==> config.mk <==
export PLATFORM = sky130hd
export DESIGN_NAME = packer_2b_to_8b
export DESIGN_NICKNAME = d
export VERILOG_FILES = /design/src/rtl/packer_2b_to_8b.sv
export SDC_FILE = /design/constraint.sdc
export NUM_CORES = 1
export LEC_CHECK = 0
export CORE_AREA = 2 2 71 53
export DETAILED_ROUTE_END_ITERATION = 10
export DIE_AREA = 0 0 73 55
export PLACE_DENSITY_LB_ADDON = 0.15
export SLEW_MARGIN = 40
export SYNTH_ARGS = -nofsm -noshare
export SYNTH_HDL_FRONTEND = slang
export SYNTH_SLANG_ARGS = --single-unit
export TNS_END_PERCENT = 5
==> constraint.sdc <==
create_clock -name clk -period 3.5 [get_ports clk]
set_input_delay 0.7 -clock clk [delete_from_list [all_inputs] [get_ports clk]]
set_output_delay 0.7 -clock clk [all_outputs]
set_load 0.03 [all_outputs]
==> src/rtl/packer_2b_to_8b.sv <==
// Packs 2-bit symbols (first symbol in bits [1:0]) into bytes; flush closes a partial word with padding.
// Latency: a completed word shows byte_valid one cycle after the completing edge when the output register is free.
// Backpressure: one held word behind a stalled output register; sym_ready drops while a word is held.
module packer_2b_to_8b #(
    parameter logic [1:0] PAD_VALUE = 2'b00
) (
    input  logic       clk,
    input  logic       reset,
    input  logic [1:0] sym_in,
    input  logic       sym_valid,
    output logic       sym_ready,
    input  logic       flush,
    output logic [7:0] byte_out,
    output logic       byte_valid,
    input  logic       byte_ready,
    output logic       partial,
    output logic [7:0] byte_count
);

    typedef enum logic {
        FILL = 1'b0,
        HOLD = 1'b1
    } state_t;

    state_t     state;
    logic [1:0] slot;
    logic [7:0] acc;
    logic       held_partial;

    logic       accept;
    logic       out_free;
    logic       complete;
    logic       word_partial;
    logic [2:0] filled;
    logic [7:0] word;

    assign sym_ready    = (state == FILL) && !reset;
    assign accept       = sym_valid && sym_ready;
    assign out_free     = !byte_valid || byte_ready;
    assign filled       = {1'b0, slot} + {2'b00, accept};
    assign complete     = (accept && slot == 2'd3) ||
                          (flush && state == FILL && filled != 3'd0);
    // A word that reached four symbols is full even if flush arrived with its last symbol.
    assign word_partial = (filled != 3'd4);

    always_comb begin
        word = acc;
        if (accept) begin
            word[{slot, 1'b0} +: 2] = sym_in;
        end
        if (flush) begin
            for (int i = 0; i < 4; i++) begin
                if (3'(i) >= filled) begin
                    word[2*i +: 2] = PAD_VALUE;
                end
            end
        end
    end

    always_ff @(posedge clk) begin
        if (reset) begin
            state        <= FILL;
            slot         <= 2'd0;
            acc          <= 8'd0;
            held_partial <= 1'b0;
            byte_out     <= 8'd0;
            byte_valid   <= 1'b0;
            partial      <= 1'b0;
            byte_count   <= 8'd0;
        end else begin
            if (byte_valid && byte_ready) begin
                byte_count <= byte_count + 8'd1;
                byte_valid <= 1'b0;
            end
            case (state)
                FILL: begin
                    if (complete) begin
                        slot <= 2'd0;
                        if (out_free) begin
                            byte_out   <= word;
                            partial    <= word_partial;
                            byte_valid <= 1'b1;
                            acc        <= 8'd0;
                        end else begin
                            // Accumulator doubles as the hold buffer: no symbols arrive in HOLD.
                            acc          <= word;
                            held_partial <= word_partial;
                            state        <= HOLD;
                        end
                    end else if (accept) begin
                        acc[{slot, 1'b0} +: 2] <= sym_in;
                        slot                   <= slot + 2'd1;
                    end
                end
                HOLD: begin
                    if (out_free) begin
                        byte_out   <= acc;
                        partial    <= held_partial;
                        byte_valid <= 1'b1;
                        acc        <= 8'd0;
                        state      <= FILL;
                    end
                end
                default: state <= FILL;
            endcase
        end
    end

    a_out_stable: assert property (@(posedge clk) disable iff (reset)
        (byte_valid && !byte_ready) |=> (byte_valid && $stable(byte_out) && $stable(partial)));

    a_hold_no_ready: assert property (@(posedge clk) disable iff (reset)
        (state == HOLD) |-> (!sym_ready && slot == 2'd0));

endmodule

# Word level (Yosys, flattened, before mapping)
# Index checks and enable logic that the tools add are counted.
[word_totals]
out_inout_bits = 19
input_bits = 7
elab_cells = 68
reg_bits = 30
[op_classes]
magnitude_cmp = 4
bitwise_logic = 2
n_eq_ne = 5
muxes = 28
n_reduce_logical = 15
shift = 2
addsub = 4
[ops]
columns = ["cell", "count"]
rows = [
  ["$mux W8", 8],
  ["$pmux W8 S2", 2],
  ["$mux W2", 6],
  ["$add A8 B1 Y8 const B", 1],
  ["$bwmux W8", 1],
  ["$mux W1", 8],
  ["$shift A2 B5 Y8 const A", 1],
  ["$shiftx A2 B5 Y8", 1],
  ["$ge A1 B3 Y1 const A", 2],
  ["$ge A2 B3 Y1 const A", 2],
  ["$logic_and A1 B1 Y1", 6],
  ["$pmux W1 S2", 3],
  ["$reduce_and A3 Y1", 2],
  ["$neg A3 Y5", 1],
  ["$ne A2 B2 Y1 const B", 2],
  ["$add A2 B1 Y3", 1],
  ["$ne A3 B3 Y1 const B", 1],
  ["$reduce_bool A3 Y1", 1],
  ["$add A2 B1 Y2 const B", 1],
  ["$eq A2 B2 Y1 const B", 1],
  ["$logic_not A1 Y1", 2],
  ["$logic_or A1 B1 Y1", 2],
  ["$ne A2 B1 Y1 const B", 1],
  ["$not A1 Y1", 2],
  ["other kinds (2)", 2],
]

# Logic depth before layout (Yosys ltp)
# Gate-level depths: netlist of run 1.
[logic_depth]
ltp_word = 10
mapped_depth = 11
mapped_depth_nobuf = 9

# Worst setup path before layout of run 1
# OpenSTA, ideal clock, no wires.
[synth_path]
path_kind = "input to register"
startpoint = "in reset"
endpoint = "reg byte_out[6]"
t_arrival_ns = 2.717
stages = 11
required_time_ns = 3.378
path_buffers = 2
setup_ns = 0.122
setup_slack_ns = 0.662
path_cell_list = "or3b_1 -> buf_6 -> inv_1 -> ha_1 -> inv_1 -> ha_1 -> o31ai_2 -> a31oi_2 -> buf_2 -> o21ai_1 -> a21oi_1"
[synth_via]
elab_chain_cells = 10
word_cells_on_any_way = 17
classes_between = "1 x add/sub; 1 x order compare; 1 x eq/ne; 6 x mux; 8 x reduce/logical"
[synth_rtl]
columns = ["item", "line", "rtl"]
rows = [
  ["from (decl)", "8", "input logic reset,"],
  ["$logic_not A1 Y1", "37", "assign sym_ready = (state == FILL) && !reset;"],
  ["$logic_and A1 B1 Y1", "37", ""],
  ["$logic_and A1 B1 Y1", "38", "assign accept = sym_valid && sym_ready;"],
  ["$add A2 B1 Y3", "40", "assign filled = {1'b0, slot} + {2'b00, accept};"],
  ["$ge A2 B3 Y1", "53", "if (3'(i) >= filled) begin"],
  ["$mux W2", "53", ""],
  ["$mux W8", "51", "if (flush) begin"],
  ["$mux W8", "79", "if (out_free) begin"],
  ["$mux W8", "77", "if (complete) begin"],
  ["$pmux W8 S2", "75", "case (state)"],
  ["to (signal assigned)", "80", "byte_out <= word;"],
  ["to (decl)", "13", "output logic [7:0] byte_out,"],
]
# Parallel ways exist; a longest one is shown, timed or not. The select of a mux whose other input is x is not followed.
# A chain may end at the register's enable or synchronous reset.

# Worst setup path in the final report of run 1
[layout_path]
startpoint = "in sym_valid"
endpoint = "reg byte_out[5]"
[layout_via]
elab_chain_cells = 8
word_cells_on_any_way = 15
classes_between = "1 x add/sub; 1 x order compare; 1 x eq/ne; 6 x mux; 6 x reduce/logical"
[layout_rtl]
columns = ["item", "line", "rtl"]
rows = [
  ["from (decl)", "10", "input logic sym_valid,"],
  ["$logic_and A1 B1 Y1 (*)", "38", ""],
  ["$add A2 B1 Y3", "40", ""],
  ["$ge A2 B3 Y1", "53", ""],
  ["$mux W2", "53", ""],
  ["$mux W8", "51", ""],
  ["$mux W8", "79", ""],
  ["$mux W8", "77", ""],
  ["$pmux W8 S2", "75", ""],
]
# Mark *: on every way between the ends. The rest lies on a longest branch, timed or not. The select of a mux whose other input is x is not followed.

==> summary.md, run 1 <==
| Metric | Value |
|---|---|
| Status | `complete, no violations` |
| Total track usage | `24.2%` |
| Fin util | `62.5%` |
| Vias in the first global route | `1479` |
| Die width | `73 um` |
| Most frequent cell after synthesis | `dfxtp_1` |
| TNS Setup | `0 ns` |
| Via Count | `1680` |
| Initial core utilization | `50.8%` |
| Pins Over Slew Limit | `0` |
| Unrepaired setup endpoints after global routing | `no` |
| Final period util | `90.1%` |
| CTS tree | `yes` |
| First-pass GRT wire length | `7.37 mm` |
| Buffers added on ports | `25` |
| Fin crit period | `3.15 ns` |
| Full die area | `0.00402 mm^2` |
| Maximum vdd drop | `0.357 mV` |
| H-tree levels | `2` |
| Post-Syn Area per Cell | `8.48 um^2` |
| NumNets Final | `247` |
| CTS Buf Count | `5` |
| DP HPWL | `3.39 mm` |
| Routed len/inst | `16.9 um` |
| Cell Rows | `18` |
| Count of filler cells inserted in the layout | `286` |
| Core area | `0.00336 mm^2` |
| Via/cell ratio | `between 6 and 7` |
| Hold crit path type | `register to register` |
| GP Congestion | `0.909` |
| Total gr overflow | `0` |
| Post-route DRC | `0` |
| Ys async rst share | `0%` |
| CP Launch Type | `input port` |
| Max-slew headroom | `a little under half` |
| Iteration-0 DRC Markers | `113` |
| Seq/Total Area, Yosys | `a little over a third` |
| Post-synth EDFFs | `0` |
| Synth top area cells | `dfxtp_1, ha_1, o21ai_0, a21oi_1, nand2_1` |
| Final hold vios | `0` |
| Fmax | `317 MHz` |
| Chip height | `55 um` |
| Setup slack after layout | `0.346 ns` |
| CP max-delay cell | `a31oi_2` |
| Mapped Nets | `approximately 220` |
| Main synth FF type | `dfxtp_1` |
| Synth area leader | `dfxtp_1` |
| Largest net degree at the start of global routing | `24` |
| Setup Buffers After CTS | `0` |
| Antenna Nets Post-Route | `0` |
| Total number of yosys warnings | `0` |
| Clk_lat worst skew | `0.28 ns` |
| Mapped Area | `0.00171 mm^2` |
| Area grow syn2layout | `22.9%` |
| Crit-path max cell delay | `0.68 ns` |
| Post-synth top cells | `dfxtp_1, nand2_1, o21ai_0, a21oi_1, nor2_1` |
| Required time of the critical path | `3.71 ns` |
| DR pass1 iterations | `4` |
| Max-Cap Viols | `0` |
| CP Capture Type | `register` |
| Leakage Power | `0.000740 uW` |
| Cell count after synthesis | `approximately 200` |
| Post-cts sizing count | `0` |
| Distinct cells, synth | `48` |
| Pre-CTS setup slack | `a little under 0.08 ns` |
| Final Total Pwr | `885 uW` |
| Clock skew | `0.00444 ns` |
| Critical Path Fanout Max | `17` |
| Worst EP arrival | `~3.4 ns` |
| Clk root buf | `clkbuf_8` |
| Worst Max-Slew Pin Slew | `0.789 ns` |
| Top cell type's share of synthesized area | `35.2%` |
| Number of antenna violations at the first check in global routing | `0` |
| P per Cell Area | `422 mW/mm^2` |
| WS Path Type | `input port to register` |
| Setup Viol. Count Final | `0` |
| CTS max path bufs | `2` |
| Layout cells sized above 1 | `8.23%` |
| CP Cell Sequence | `clkdlybuf4s50_1 > or3b_1 > inv_1 > ha_1 > inv_1 > ha_1 > o31ai_2 > a31oi_2 > o21ai_0 > a31oi_1` |
| Io pins | `26` |
| Synth Register Bits | `30` |
| Cts hold-fix bufs | `0` |
| DRT Wirelength | `4.58 mm` |
| ANT cells | `0` |
| Clk slew on worst S/H paths | `around 0.070 ns` |
| CTS sink cnt | `30` |
[final timing paths]
path	start	end	slack, ns	cells past startpoint
max	sym_valid	byte_out[5]$_SDFFE_PP0P_	0.35	10
min	acc[2]$_SDFFE_PP0P_	acc[2]$_SDFFE_PP0P_	0.48	1
max reg2reg	state$_SDFF_PP0_	byte_out[5]$_SDFFE_PP0P_	0.82	9
min reg2reg	acc[2]$_SDFFE_PP0P_	acc[2]$_SDFFE_PP0P_	0.48	1
[report_power, final]
part           total [uW]  internal (uW)  switching (uW)
Clock                 292            158             134
Combinational         213           83.1             130
Sequential            380            362            18.2
Total                 885            603             282
[layer usage]
layer	global-route usage, %	vias to the layer above	wire length [um]
met2	37.2	69	2010
met4	4.63	0	24
li1	-	813	-
met1	34.0	794	2230
met3	6.70	4	324
met5	0	-	0
[registers in the layout (all words and copies together) (netlist names)]
| register | flops |
|---|---|
| acc | 8 |
| byte_count | 8 |
| byte_out | 8 |
| byte_valid | 1 |
| held_partial | 1 |
| partial | 1 |
| slot | 2 |
| state | 1 |
[logic make-up after synthesis]
| kind of cell | Yosys count | synth area share, % |
|---|---|---|
| adders and majority gates | 10 | 7.34 |
| buffers and inverters | 16 | 4.26 |
| DFF | 30 | 35.2 |
| muxes | 1 | 0.587 |
| xor gates and xnor gates | 5 | 2.57 |
| AOI/OAI and AO/OA | 66 | 25.4 |
| and+or+nand+nor | 73 | 24.7 |
[worst max-delay path: cells and delay by family]
family	cells	cell delay, ns
compound gates	4	1.13
simple gates	1	0.37
fa+ha+maj	2	0.56
buf+inv	3	0.59
[cell type report]
type	count	area (um^2)	area share, %
inverter	8	30.0	1.43
clock inverter	2	12.5	0.597
multi-input combinational	155	1030	49.3
sequential	30	601	28.7
clock buffer	6	82.6	3.94
tap	40	50.0	2.39
timing repair buffer	30	288	13.7
[per-stage QoR]
step	instance area, um^2	hold WS (ns)	std cells
2_1_floorplan	1710	0.436	201
3_3_place_gp	2000	0.449	263
3_5_place_dp	2000	0.467	263
4_1_cts	2100	0.482	271
5_1_grt	2100	0.497	271
6_report	2100	0.478	271
[layout by cell type (no fill, tap or decap), types with 7 or more instances in the layout]
cell             count
dfxtp_1             30
clkdlybuf4s50_1     25
nand2_1             17
o21ai_0             14
nor2_1              13
a21oi_1             13
nand3_1             10
ha_1                10
nor3_1               8
a31oi_1              7
(Power assumes the default switching activity.)
==> run 2, diff against run 1 <==
Settings changed: CTS_BUF_LIST set to sky130_fd_sc_hd__clkbuf_8 sky130_fd_sc_hd__clkbuf_16, HOLD_SLACK_MARGIN set to 0.06.
==> results of run 2 <==
No change in the layout: final DEF, timing and power equal those of run 1.
